File: src/rtl/adsr_envelope_amp_if.sv
`timescale 1ns/1ps
// Gate, sample and envelope-parameter bundle for the ADSR amplitude stage.
interface adsr_envelope_amp_if;
   logic       gate_in;
   logic [7:0] wave_in;
   logic [7:0] attack_rate;
   logic [7:0] decay_rate;
   logic [7:0] sustain_level;
   logic [7:0] release_rate;
   logic [7:0] wave_out;
   logic [7:0] env_level;
   logic [2:0] env_state;
   logic       busy;

   // Source of gate/sample/parameters, consumer of the scaled voice.
   modport master (
      output gate_in, wave_in, attack_rate, decay_rate, sustain_level, release_rate,
      input  wave_out, env_level, env_state, busy
   );

   // The envelope amplifier itself.
   modport slave (
      input  gate_in, wave_in, attack_rate, decay_rate, sustain_level, release_rate,
      output wave_out, env_level, env_state, busy
   );
endinterface

File: src/rtl/adsr_envelope_amp.sv
`timescale 1ns/1ps
// ADSR envelope generator plus registered 8x9 amplitude multiply.
// Level steps occur only on prescaler ticks; gate edges act on any cycle.
module adsr_envelope_amp #(
   parameter int unsigned TICK_DIV = 256
) (
   input logic              clk,
   input logic              reset,
   adsr_envelope_amp_if.slave bus
);

   localparam int unsigned   CW        = $clog2(TICK_DIV);
   localparam logic [CW-1:0] TICK_LAST = CW'(TICK_DIV - 1);

   typedef enum logic [2:0] {
      S_IDLE    = 3'd0,
      S_ATTACK  = 3'd1,
      S_DECAY   = 3'd2,
      S_SUSTAIN = 3'd3,
      S_RELEASE = 3'd4
   } state_t;

   state_t        state_q, state_d;
   logic [7:0]    level_q, level_d;
   logic [7:0]    wave_q,  wave_d;
   logic [CW-1:0] tick_cnt_q, tick_cnt_d;
   logic          gate_q;
   logic          tick;
   logic          rise;
   logic [8:0]    atk_inc;
   logic [8:0]    atk_sum;
   logic [8:0]    dec_floor;

   assign tick = (tick_cnt_q == TICK_LAST);
   assign rise = bus.gate_in & ~gate_q;

   // Prescaler wrap and scaled-sample computation from the registered level.
   always_comb begin
      tick_cnt_d = tick ? '0 : tick_cnt_q + 1'b1;
      wave_d     = 8'(({9'd0, bus.wave_in} * ({9'd0, level_q} + 17'd1)) >> 8);
   end

   // Envelope next state/level: rise beats gate-low, gate-low beats tick step.
   always_comb begin
      state_d   = state_q;
      level_d   = level_q;
      atk_inc   = (bus.attack_rate == 8'd0) ? 9'd255 : {1'b0, bus.attack_rate};
      atk_sum   = {1'b0, level_q} + atk_inc;
      // level - decay <= sustain rewritten as level <= sustain + decay to avoid underflow
      dec_floor = {1'b0, bus.sustain_level} + {1'b0, bus.decay_rate};

      if (rise) begin
         state_d = S_ATTACK;
      end else if (!bus.gate_in &&
                   (state_q == S_ATTACK || state_q == S_DECAY || state_q == S_SUSTAIN)) begin
         state_d = S_RELEASE;
      end else if (tick) begin
         case (state_q)
            S_ATTACK: begin
               if (atk_sum >= 9'd255) begin
                  level_d = 8'd255;
                  state_d = S_DECAY;
               end else begin
                  level_d = atk_sum[7:0];
               end
            end
            S_DECAY: begin
               if (bus.decay_rate == 8'd0 || {1'b0, level_q} <= dec_floor) begin
                  level_d = bus.sustain_level;
                  state_d = S_SUSTAIN;
               end else begin
                  level_d = level_q - bus.decay_rate;
               end
            end
            S_SUSTAIN: begin
               level_d = bus.sustain_level;
            end
            S_RELEASE: begin
               if (bus.release_rate == 8'd0 || level_q <= bus.release_rate) begin
                  level_d = '0;
                  state_d = S_IDLE;
               end else begin
                  level_d = level_q - bus.release_rate;
               end
            end
            default: begin
               level_d = '0;
               state_d = S_IDLE;
            end
         endcase
      end
   end

   // All state registers with synchronous active-low clear.
   always_ff @(posedge clk) begin
      if (!reset) begin
         state_q    <= S_IDLE;
         level_q    <= '0;
         wave_q     <= '0;
         tick_cnt_q <= '0;
         gate_q     <= 1'b0;
      end else begin
         state_q    <= state_d;
         level_q    <= level_d;
         wave_q     <= wave_d;
         tick_cnt_q <= tick_cnt_d;
         gate_q     <= bus.gate_in;
      end
   end

   assign bus.wave_out  = wave_q;
   assign bus.env_level = level_q;
   assign bus.env_state = state_q;
   assign bus.busy      = (state_q != S_IDLE);

endmodule

File: src/flat_wrapper.sv
// flat-port wrapper written by rule: the top's interface ports become plain ports
module adsr_envelope_amp_flat 
#(
   parameter int unsigned TICK_DIV = 256
)
  (clk, reset, bus_gate_in, bus_wave_in, bus_attack_rate, bus_decay_rate, bus_sustain_level, bus_release_rate, bus_wave_out, bus_env_level, bus_env_state, bus_busy);
  adsr_envelope_amp_if bus_i ();
  input logic clk;
  input logic reset;
  input wire logic [$bits(bus_i.gate_in)-1:0] bus_gate_in;
  input wire logic [$bits(bus_i.wave_in)-1:0] bus_wave_in;
  input wire logic [$bits(bus_i.attack_rate)-1:0] bus_attack_rate;
  input wire logic [$bits(bus_i.decay_rate)-1:0] bus_decay_rate;
  input wire logic [$bits(bus_i.sustain_level)-1:0] bus_sustain_level;
  input wire logic [$bits(bus_i.release_rate)-1:0] bus_release_rate;
  output wire logic [$bits(bus_i.wave_out)-1:0] bus_wave_out;
  output wire logic [$bits(bus_i.env_level)-1:0] bus_env_level;
  output wire logic [$bits(bus_i.env_state)-1:0] bus_env_state;
  output wire logic [$bits(bus_i.busy)-1:0] bus_busy;
  assign bus_i.gate_in = bus_gate_in;
  assign bus_i.wave_in = bus_wave_in;
  assign bus_i.attack_rate = bus_attack_rate;
  assign bus_i.decay_rate = bus_decay_rate;
  assign bus_i.sustain_level = bus_sustain_level;
  assign bus_i.release_rate = bus_release_rate;
  assign bus_wave_out = bus_i.wave_out;
  assign bus_env_level = bus_i.env_level;
  assign bus_env_state = bus_i.env_state;
  assign bus_busy = bus_i.busy;
  adsr_envelope_amp #(.TICK_DIV(TICK_DIV)) u_core (.clk(clk), .reset(reset), .bus(bus_i));
endmodule
File: config.mk
export PLATFORM = sky130hd
export DESIGN_NAME = adsr_envelope_amp_flat
export DESIGN_NICKNAME = d
export VERILOG_FILES = /design/src/rtl/adsr_envelope_amp_if.sv /design/src/rtl/adsr_envelope_amp.sv /design/src/flat_wrapper.sv
export SDC_FILE = /design/constraint.sdc
export NUM_CORES = 1
export LEC_CHECK = 0
export ABC_AREA = 1
export BUFFER_PORTS_ARGS = -buffer_cell sky130_fd_sc_hd__buf_2
export CELL_PAD_IN_SITES_DETAIL_PLACEMENT = 1
export CELL_PAD_IN_SITES_GLOBAL_PLACEMENT = 1
export CORE_MARGIN = 2
export CORE_UTILIZATION = 30
export CTS_BUF_LIST = sky130_fd_sc_hd__clkbuf_4 sky130_fd_sc_hd__clkbuf_8
export DETAILED_ROUTE_END_ITERATION = 10
export GPL_TIMING_DRIVEN = 1
export PLACE_DENSITY_LB_ADDON = 0.08
export SYNTH_ARGS = -nofsm -noshare
export SYNTH_HDL_FRONTEND = slang
export SYNTH_SLANG_ARGS = --single-unit
File: constraint.sdc
create_clock -name clk -period 12.5 [get_ports clk]
set_input_delay 1.25 -clock clk [delete_from_list [all_inputs] [get_ports clk]]
set_output_delay 1.25 -clock clk [all_outputs]
set_load 0.02 [all_outputs]
==> impl_metrics.env, run 1 <==
export IMPL_status="finished, final reports clean"
export IMPL_final_nets=1051
export IMPL_synthArstFlopShare_pct=0
export IMPL_cts_tree="built"
export IMPL_hpwl_um=14900
export IMPL_powerDensity_mw_per_mm2=40.0
export IMPL_vias=5370
export IMPL_syn_area_sq_mm=0.00548
export IMPL_timing_final_crit_share_pct=43.7
export IMPL_worst_pin_slew_ns=0.618
export IMPL_cts_sinks=28
export IMPL_grt_overflow=0
export IMPL_postCtsSetupRepairBufs=0
export IMPL_via_per_inst=4.80
export IMPL_port_buffers=62
export IMPL_synth_top_cell_by_area="ha_1"
export IMPL_finClkSkew_ns=0.00449
export IMPL_clock_latency_ns=0.28
export IMPL_grt_pass1_vias=5941
export IMPL_fin_ws_ns=7.03
export IMPL_cap_violations=0
export IMPL_power_leakage_nw=3.54
export IMPL_avgSynthCellArea_sq_um=6.63
export IMPL_cts_root_buf="clkbuf_8"
export IMPL_cts_buffer_depth=2
export IMPL_first_pass_iters=4
export IMPL_syn_num_nets=987
export IMPL_die_h_um=139
export IMPL_synthTopCellsByCount="nand2_1, inv_1, nor2_1"
export IMPL_hold_viol_final=0
export IMPL_dieArea_sq_mm=0.0193
export IMPL_postCtsHoldBufs=0
export IMPL_worstSetupEndpointType="flip-flop"
export IMPL_slew_limit_headroom_pct=58.8
export IMPL_synth_edff_count=0
export IMPL_hold_path_class="reg -> reg"
export IMPL_synth_seq_cells=28
export IMPL_insertedDiodeCount=0
export IMPL_ios=63
export IMPL_setup_tns_ns=0
export IMPL_ir_worst_vdd_uv=38.6
export IMPL_synth_most_common_cell="nand2_1"
export IMPL_drive_gt1_share_pct=10.5
export IMPL_slew_viol_final=0
export IMPL_area_growth_pct=11.8
export IMPL_fmax_mhz=183
export IMPL_yosys_area_top_type_share_pct=16.9
export IMPL_ys_top_cells_by_area="ha_1, fa_1, nand2_1"
export IMPL_grt_usage_pct=18.1
export IMPL_arrival_ns=5.65
export IMPL_ys_flop_type="dfxtp_1"
export IMPL_drtAntennaViolNets=0
export IMPL_crit_required_ns=12.68
export IMPL_yosysUniqueCellTypes=42
export IMPL_cts_buffers=3
export IMPL_wire_per_inst_um=15.3
export IMPL_antenna_found_initial=0
export IMPL_cp_start_kind="flip-flop"
export IMPL_drt_total_wl_um=17100
export IMPL_timing_hold_ws_ns=0.464
export IMPL_drt_iter0_markers=99
export IMPL_path_max_fanout=10
export IMPL_period_needed_ns=5.47
export IMPL_ys_seq_area_share_pct=10.2
export IMPL_place_ws_ns=7.03
export IMPL_h_tree_depth=1
export IMPL_ys_warn_count=0
export IMPL_grt_max_degree=17
export IMPL_cts_clk_slew_worst_paths_ns=0.10
export IMPL_setup_viol=0
export IMPL_gp_congestion=0.868
export IMPL_grt_pass1_wl_um=28800
export IMPL_ctsResizeCount=0
export IMPL_synth_cells=826
export IMPL_rsz0062_at_grt="no"
export IMPL_initial_core_util_pct=30.5
export IMPL_die_x_um=139
export IMPL_crit_type="reg -> reg"
export IMPL_rows=49
export IMPL_coreArea_sq_mm=0.0180
export IMPL_drc=0
-- worst paths after layout --
kind / from / endpoint / slack [ns] / cells after the start
setup reg to reg: u_core.bus.env_level[1]$_SDFFE_PN0P_ / u_core.bus.wave_out[7]$_SDFF_PN0_ / 7.03 / 21
setup / recovery: u_core.bus.env_level[1]$_SDFFE_PN0P_ / u_core.bus.wave_out[7]$_SDFF_PN0_ / 7.03 / 21
hold reg to reg: u_core.tick_cnt_q[0]$_SDFF_PP0_ / u_core.tick_cnt_q[0]$_SDFF_PP0_ / 0.46 / 1
hold / removal: u_core.tick_cnt_q[0]$_SDFF_PP0_ / u_core.tick_cnt_q[0]$_SDFF_PP0_ / 0.46 / 1
-- power breakdown --
| part | total, mW | internal (mW) | leakage, nW | switching [mW] |
|---|---|---|---|---|
| sequential | 0.0917 | 0.0906 | 0.227 | 0.00119 |
| clock | 0.0738 | 0.0429 | 0.0357 | 0.0309 |
| combinational | 0.0793 | 0.0290 | 3.27 | 0.0502 |
| total | 0.245 | 0.163 | 3.54 | 0.0823 |
-- sequential cells by signal, indices dropped and copies added (netlist names) --
name                  flops
u_core.bus.wave_out       8
u_core.gate_q             1
u_core.tick_cnt_q         8
u_core.bus.env_state      3
u_core.bus.env_level      8
-- cell families (layout without fill, tap and decap cells) --
logic type	Yosys count	count (layout)	synth area share (%)
simple gates	398	398	32.2
buf+inv	182	245	12.7
compound gates	79	79	8.48
xor+xnor	21	21	3.36
flops	28	28	10.2
fa+ha+maj	118	118	33.0
-- cells in the final DEF, fill, tap and decap left out, types with 2 or more instances in the layout --
master    netlist  layout
nand2_1       199     199
inv_1         175     175
nor2_1         86      86
ha_1           74      74
buf_2           2      62
nand3_1        54      54
a21oi_1        45      45
fa_1           44      44
dfxtp_1        28      28
nand4_1        19      19
xnor2_1        12      12
o21ai_0        11      11
nor3_1         10      10
xor2_1          9       9
nand2_2         7       7
nand3b_1        6       6
o21bai_1        4       4
a21o_1          3       3
a31oi_1         3       3
or2_2           3       3
nand3_2         3       3
nor3b_1         3       3
clkbuf_8        0       3
a21oi_2         2       2
nor2_4          2       2
inv_2           2       2
a221oi_1        2       2
o21a_1          2       2
o22ai_1         2       2
-- layout make-up --
| cell class | instances | area (sq um) |
|---|---|---|
| fill | 2373 | 11800 |
| tap | 229 | 287 |
| multi-input combinational | 616 | 4220 |
| inverter | 178 | 668 |
| sequential | 28 | 561 |
| clock buffer | 3 | 41.3 |
| clock inverter | 1 | 30.0 |
| timing repair buffer | 63 | 318 |
-- metal layers --
layer  global-route usage, %  share of wire, %
met1                    21.0                42
met5                       0                 0
met4                    2.34               1.0
met3                   0.967               1.9
met2                    36.9                55
-- metrics by stage --
step	instance area [sq um]	utilization [%]	power, mW	cells
floorplan	5480	-	0.146	826
global placement	6050	33.7	0.172	1114
detailed placement	6050	33.7	0.174	1114
CTS	6120	34.1	0.249	1118
global route	6120	34.1	0.265	1118
finish	6120	34.1	0.245	1118
-- critical path: stages (launching register included) --
cell and delay, ns:
dfxtp_1 0.73, inv_1 0.19, nor2_1 0.16, nand2_1 0.09, nor3_1 0.22, inv_1 0.08
o21ai_0 0.15, nand2_1 0.15, inv_1 0.16, nand2_1 0.09, fa_1 0.52, fa_1 0.44
fa_1 0.52, fa_1 0.54, inv_1 0.04, ha_1 0.34, a21oi_1 0.24, o21ai_0 0.14
a221oi_1 0.32, nand3_1 0.13, nand2_1 0.08, nor2_1 0.04
No activity file was read; power rests on OpenSTA's default activity.
==> inputs of run 2 (changes only) <==
--- a/config.mk
+++ b/config.mk
@@ -5,7 +5,7 @@
 export SDC_FILE = /design/constraint.sdc
 export NUM_CORES = 1
 export LEC_CHECK = 0
-export ABC_AREA = 1
+export ABC_AREA = 0
 export BUFFER_PORTS_ARGS = -buffer_cell sky130_fd_sc_hd__buf_2
 export CELL_PAD_IN_SITES_DETAIL_PLACEMENT = 1
 export CELL_PAD_IN_SITES_GLOBAL_PLACEMENT = 1
==> constraint.sdc (replaced) <==
create_clock -name clk -period 5.4 [get_ports clk]
set_input_delay 0.54 -clock clk [delete_from_list [all_inputs] [get_ports clk]]
set_output_delay 0.54 -clock clk [all_outputs]
set_load 0.02 [all_outputs]
==> run 2 against run 1 <==
Against the previous run: critical path depth stayed put; sequential share of layout area is 0.63 points higher; core utilization is 0.98 points higher; die area is 8.8% lower; synthesized area is 9.0% lower; total power is 130% higher; fmax is 7.1% higher; combinational power is 120% higher; critical endpoint is now u_core.bus.wave_out[6]$_SDFF_PN0_; via count is 16% lower; critical path type unchanged; clock skew is 0.0043 ns higher.
==> impl_metrics.env, run 2 <==
export IMPL_layout_cells_non_filler=894
export IMPL_hold_end="u_core.tick_cnt_q[0]$_SDFF_PP0_"
export IMPL_ir_worst_vdd_uv=61.7
export IMPL_cts_sinks=28
export IMPL_cts_tree="built"
export IMPL_path_max_fanout=8
export IMPL_slowest_delay_ns=0.54
export IMPL_slew_viol_final=0
export IMPL_ios=63
export IMPL_die_h_um=133
export IMPL_r2r_start="u_core.bus.env_level[0]$_SDFFE_PN0P_"
export IMPL_synth_cells=601
export IMPL_cap_violations=0
export IMPL_drt_iter0_markers=159
export IMPL_grt_overflow=0
export IMPL_area_growth_pct=15.5
export IMPL_first_pass_iters=4
export IMPL_finClkSkew_ns=0.00878
export IMPL_synth_seq_cells=28
export IMPL_postCtsSetupRepairBufs=0
export IMPL_coreArea_sq_mm=0.0164
export IMPL_clockPowerShare_pct=31.4
export IMPL_crit_required_ns=5.58
export IMPL_yosysUniqueCellTypes=57
export IMPL_most_common_layout_cells="inv_1, ha_1, buf_2, nand2_1, fa_1"
export IMPL_timing_hold_ws_ns=0.474
export IMPL_power_frac_comb_pct=30.6
export IMPL_wire_per_inst_um=17.2
export IMPL_dp_cells=890
export IMPL_vias=4503
export IMPL_ys_flop_type="dfxtp_1"
export IMPL_cts_buffers=3
export IMPL_r2r_cells=21
export IMPL_antenna_found_initial=0
export IMPL_timing_rr_end="u_core.bus.wave_out[6]$_SDFF_PN0_"
export IMPL_cts_clk_slew_worst_paths_ns=0.11
export IMPL_crit_buf_inv=4
export IMPL_insertedDiodeCount=0
export IMPL_fin_ws_ns=0.296
export IMPL_synth_top_cell_by_area="ha_1"
export IMPL_cpMaxStageDelayCell="fa_1"
export IMPL_ys_seq_area_share_pct=11.3
export IMPL_yosys_area_top_type_share_pct=18.6
export IMPL_port_buffers=62
export IMPL_detailed_place_area_sq_mm=0.00564
export IMPL_synth_most_common_cell="ha_1"
export IMPL_crit_family="adder cells"
export IMPL_min_delay_start="u_core.tick_cnt_q[0]$_SDFF_PP0_"
export IMPL_worst_pin_slew_ns=0.804
export IMPL_powerDensity_mw_per_mm2=98.0
export IMPL_initial_core_util_pct=30.4
export IMPL_crit_type="reg -> reg"
export IMPL_drive_gt1_share_pct=15.0
export IMPL_drtAntennaViolNets=0
export IMPL_place_ws_ns=0.0615
export IMPL_grt_max_degree=17
export IMPL_arrival_ns=5.28
export IMPL_cp_start_kind="flip-flop"
export IMPL_fmax_mhz=196
export IMPL_syn_num_nets=762
export IMPL_cp_cell_sequence="ha_2, nand3_2, nor2_4, xor2_1, buf_4, nand2_1, fa_1, inv_1, fa_1, fa_1, inv_1, fa_1, inv_1, ha_1, and2_1, o21ai_1, o311a_4, o21ai_0, a21oi_1, xor2_1, nor2_1"
export IMPL_final_nets=836
export IMPL_setup_viol=0
export IMPL_status="finished, final reports clean"
export IMPL_power_leakage_nw=2.84
export IMPL_hold_viol_final=0
export IMPL_synthArstFlopShare_pct=0
export IMPL_worstSetupEndpointType="flip-flop"
export IMPL_grt_pass1_vias=5013
export IMPL_dieArea_sq_mm=0.0177
export IMPL_syn_area_sq_mm=0.00498
export IMPL_postCtsHoldBufs=0
export IMPL_ys_warn_count=0
export IMPL_drc=0
export IMPL_avgSynthCellArea_sq_um=8.29
export IMPL_rsz0062_at_grt="no"
export IMPL_hpwl_um=13000
export IMPL_die_x_um=133
export IMPL_r2r_slack_ns=0.30
export IMPL_via_per_inst=5.04
export IMPL_fillers=1990
export IMPL_sw_frac_of_total_pct=32.2
export IMPL_ys_top_cells_by_area="ha_1, fa_1, dfxtp_1"
export IMPL_cp_common_cell="fa_1"
export IMPL_timing_final_crit_share_pct=94.5
export IMPL_grt_usage_pct=18.0
export IMPL_synth_edff_count=0
export IMPL_setup_tns_ns=0
export IMPL_hold_path_class="reg -> reg"
export IMPL_gp_congestion=0.871
export IMPL_cts_root_buf="clkbuf_8"
export IMPL_power_switching_uw=181
export IMPL_fin_area_sq_mm=0.00575
export IMPL_synthTopCellsByCount="ha_1, inv_1, nand2_1"
export IMPL_slew_limit_headroom_pct=46.4
export IMPL_pwr_share_seq_pct=38.0
export IMPL_drt_total_wl_um=15400
export IMPL_cts_buffer_depth=2
export IMPL_period_needed_ns=5.10
export IMPL_grt_pass1_wl_um=25700
export IMPL_min_path_cells=1
export IMPL_h_tree_depth=1
export IMPL_clock_latency_ns=0.30
export IMPL_rows=47
export IMPL_p_int_uw=382
-- run 2: cell types whose count changed after synthesis, moves of 8 or more --
cell / previous run / this run
xnor2_1: 12 / 27
nand4_1: 19 / 6
inv_1: 175 / 73
and2_1: 0 / 33
nand2_1: 199 / 46
o21ai_0: 11 / 27
o21a_1: 2 / 11
xor2_1: 9 / 17
nand3_1: 54 / 14
nor2b_1: 0 / 20
a21oi_1: 45 / 27
nor2_1: 86 / 42
-- run 2: metal layers --
| layer | share of wire, % | routed length, um | track usage (%) | vias up |
|---|---|---|---|---|
| li1 | - | - | - | 2203 |
| met1 | 45 | 6890 | 22.5 | 2208 |
| met2 | 51 | 7890 | 33.8 | 73 |
| met3 | 2.3 | 349 | 0.996 | 19 |
| met4 | 1.7 | 254 | 3.76 | 0 |
| met5 | 0 | 0 | 0 | - |
-- run 2: repair_timing --
action                                  in CTS  in global routing
endpoints found under the setup margin       0                  6
endpoints found under the hold margin        0                  0
gates resized for setup                      0                 11
-- run 2: final cells by class --
class                           instances  area, sq um  area share, %
Tap cell                              220          275           4.78
Inverter                               73          274           4.76
Multi-Input combinational cell        493         4150           72.2
Sequential cell                        28          563           9.79
Clock buffer                            3         41.3          0.718
Clock inverter                          1         30.0          0.522
Timing Repair Buffer                   76          415           7.22
-- run 2: cells by family after synthesis --
logic type	synth area share [%]
buffers and inverters	6.20
flip-flops	11.3
AND/OR/NAND/NOR	22.2
AO/OA/AOI/OAI	15.9
adder cells (fa/ha/maj)	36.3
multiplexers	0.452
XOR/XNOR	7.74
-- run 2: power groups by stage --
stage | logic (mW) | clock network, mW | registers (mW)
3_3_place_gp | 0.169 | 0 | 0.219
4_1_cts | 0.174 | 0.182 | 0.215
6_report | 0.173 | 0.177 | 0.214
3_5_place_dp | 0.172 | 0 | 0.219
5_1_grt | 0.193 | 0.188 | 0.215
2_1_floorplan | 0.107 | 0 | 0.219
-- run 2: per-stage QoR --
step	power [mW]	util [%]
finish	0.564	35.1
global route	0.597	35.1
CTS	0.571	34.8
detailed placement	0.392	34.4
global placement	0.388	34.4
floorplan	0.326	-
-- run 2: worst max-delay path by stage --
stage,from,endpoint,cells past startpoint,slack (ns)
after floorplan,u_core.bus.env_level[1]$_SDFFE_PN0P_,u_core.bus.wave_out[6]$_SDFF_PN0_,20,0.05
after global placement,u_core.bus.env_level[1]$_SDFFE_PN0P_,u_core.bus.wave_out[7]$_SDFF_PN0_,17,0.25
after detailed placement,u_core.bus.env_level[1]$_SDFFE_PN0P_,u_core.bus.wave_out[6]$_SDFF_PN0_,18,0.06
after CTS,u_core.bus.env_level[1]$_SDFFE_PN0P_,u_core.bus.wave_out[6]$_SDFF_PN0_,18,0.04
after global routing,u_core.bus.env_level[0]$_SDFFE_PN0P_,u_core.bus.wave_out[6]$_SDFF_PN0_,21,0.003
final,u_core.bus.env_level[0]$_SDFFE_PN0P_,u_core.bus.wave_out[6]$_SDFF_PN0_,21,0.30
==> inputs of run 3 (changes only) <==
--- a/config.mk
+++ b/config.mk
@@ -9,8 +9,8 @@
 export BUFFER_PORTS_ARGS = -buffer_cell sky130_fd_sc_hd__buf_2
 export CELL_PAD_IN_SITES_DETAIL_PLACEMENT = 1
 export CELL_PAD_IN_SITES_GLOBAL_PLACEMENT = 1
-export CORE_MARGIN = 2
-export CORE_UTILIZATION = 30
+export CORE_MARGIN = 3
+export CORE_UTILIZATION = 40
 export CTS_BUF_LIST = sky130_fd_sc_hd__clkbuf_4 sky130_fd_sc_hd__clkbuf_8
 export DETAILED_ROUTE_END_ITERATION = 10
 export GPL_TIMING_DRIVEN = 1
@@ -18,3 +18,4 @@
 export SYNTH_ARGS = -nofsm -noshare
 export SYNTH_HDL_FRONTEND = slang
 export SYNTH_SLANG_ARGS = --single-unit
+export TNS_END_PERCENT = 10
==> run 3 against run 2 <==
Against the previous run: core utilization grew 12 points; largest power group unchanged; final area fell by 0.98%; die area decreased by 22%; clock power is essentially flat; routed wire length down 4.0%; sequential cell count unchanged; global-route usage grew 3.6 points; largest cell class unchanged; hold slack better by 0.0098 ns; critical path depth shrank 3; fmax decreased by 0.67%; cell count decreased by 5.8%; worst setup slack worse by 0.034 ns.
==> impl_metrics.env, run 3 (synthesized netlist as in run 2, its figures left out) <==
export IMPL_status="finished, final reports clean"
export IMPL_cpMaxStageDelayCell="fa_1"
export IMPL_hold_viol_final=0
export IMPL_crit_required_ns=5.56
export IMPL_port_buffers=62
export IMPL_most_common_layout_cells="inv_1, ha_1, buf_2, nand2_1, fa_1"
export IMPL_ir_worst_vdd_uv=106
export IMPL_crit_family="adder cells"
export IMPL_setup_tns_ns=0
export IMPL_ios=63
export IMPL_ctsResizeCount=0
export IMPL_cts_tree="built"
export IMPL_cts_buffers=3
export IMPL_period_needed_ns=5.14
export IMPL_insertedDiodeCount=0
export IMPL_clock_latency_ns=0.29
export IMPL_worst_pin_slew_ns=0.743
export IMPL_slew_viol_final=0
export IMPL_slew_limit_headroom_pct=50.1
export IMPL_die_x_um=118
export IMPL_drtAntennaViolNets=0
export IMPL_grt_overflow=0
export IMPL_finClkSkew_ns=0.0106
export IMPL_slowest_delay_ns=0.56
export IMPL_rows=40
export IMPL_powerDensity_mw_per_mm2=98.9
export IMPL_rsz0062_at_grt="no"
export IMPL_final_nets=836
export IMPL_drc=0
export IMPL_setup_viol=0
export IMPL_cts_clk_slew_worst_paths_ns=0.12
export IMPL_grt_pass1_wl_um=24800
export IMPL_fillers=1556
export IMPL_postCtsHoldBufs=0
export IMPL_power_leakage_nw=2.84
export IMPL_first_pass_iters=4
export IMPL_hpwl_um=12700
export IMPL_crit_buf_inv=2
export IMPL_worstSetupEndpointType="flip-flop"
export IMPL_gp_congestion=0.862
export IMPL_cap_violations=0
export IMPL_h_tree_depth=1
export IMPL_initial_core_util_pct=41.1
export IMPL_die_h_um=118
export IMPL_arrival_ns=5.30
export IMPL_crit_type="reg -> reg"
export IMPL_path_max_fanout=5
export IMPL_dieArea_sq_mm=0.0138
export IMPL_postCtsSetupRepairBufs=0
export IMPL_multi_input_area_sq_mm=0.00416
export IMPL_cts_sinks=28
export IMPL_grt_pass1_vias=5042
export IMPL_final_seq_area_sq_um=564
export IMPL_drt_iter0_markers=157
export IMPL_drt_total_wl_um=14800
export IMPL_hold_path_class="reg -> reg"
export IMPL_cts_buffer_depth=2
export IMPL_wire_per_inst_um=17.6
export IMPL_cp_common_cell="fa_1"
export IMPL_drive_gt1_share_pct=15.7
export IMPL_antenna_found_initial=0
export IMPL_area_growth_pct=14.4
export IMPL_grt_usage_pct=21.5
export IMPL_coreArea_sq_mm=0.0121
export IMPL_via_per_inst=5.35
export IMPL_grt_max_degree=17
export IMPL_timing_hold_ws_ns=0.484
export IMPL_fmax_mhz=195
export IMPL_cp_start_kind="flip-flop"
export IMPL_timing_final_crit_share_pct=95.2
export IMPL_cp_cell_sequence="ha_2, nand3_2, nor2_2, xor2_2, buf_4, nand2_1, fa_1, fa_1, fa_1, fa_1, inv_1, ha_1, nand3_1, o311a_4, or3b_1, a21oi_2, xnor2_1, nor2_1"
export IMPL_vias=4504
export IMPL_cts_root_buf="clkbuf_8"
==> run 3: stage by stage <==
step / setup WS (ns) / cells / utilization (%) / total power [mW] / instance area [sq um]
detailed placement: 0.0560 / 838 / 46.0 / 0.391 / 5570
global route: 0.0326 / 842 / 47.0 / 0.597 / 5700
global placement: 0.294 / 838 / 46.0 / 0.385 / 5570
floorplan: 0.0520 / 601 / - / 0.326 / 4980
CTS: 0.00770 / 842 / 46.6 / 0.568 / 5640
finish: 0.261 / 842 / 47.0 / 0.564 / 5700
==> run 3: worst paths after layout <==
check / start / end / slack, ns / cells past startpoint
max reg2reg: u_core.bus.env_level[0]$_SDFFE_PN0P_ / u_core.bus.wave_out[7]$_SDFF_PN0_ / 0.26 / 18
min reg2reg: u_core.tick_cnt_q[0]$_SDFF_PP0_ / u_core.tick_cnt_q[0]$_SDFF_PP0_ / 0.48 / 1
max: u_core.bus.env_level[0]$_SDFFE_PN0P_ / u_core.bus.wave_out[7]$_SDFF_PN0_ / 0.26 / 18
min: u_core.tick_cnt_q[0]$_SDFF_PP0_ / u_core.tick_cnt_q[0]$_SDFF_PP0_ / 0.48 / 1
==> run 3: final cells by class <==
class                   instances  area share [%]
inverters                      73            4.81
flip-flops and latches         28            9.91
well taps                     168            3.69
repair buffers                 76            7.29
clock inverters                 1           0.527
clock buffers                   3           0.725
multi-input cells             493            73.1
==> run 3: power by group <==
part,switching [mW],internal (mW),total [mW]
sequential,0.00444,0.210,0.215
clock,0.0770,0.0995,0.177
combinational,0.0997,0.0728,0.172
==> run 3: layer usage <==
metal | global-route usage [%] | up-vias | routed length [um]
li1 | - | 2194 | -
met1 | 26.6 | 2226 | 6470
met2 | 41.9 | 72 | 7800
met3 | 1.15 | 12 | 327
met4 | 3.22 | 0 | 185
met5 | 0 | - | 0
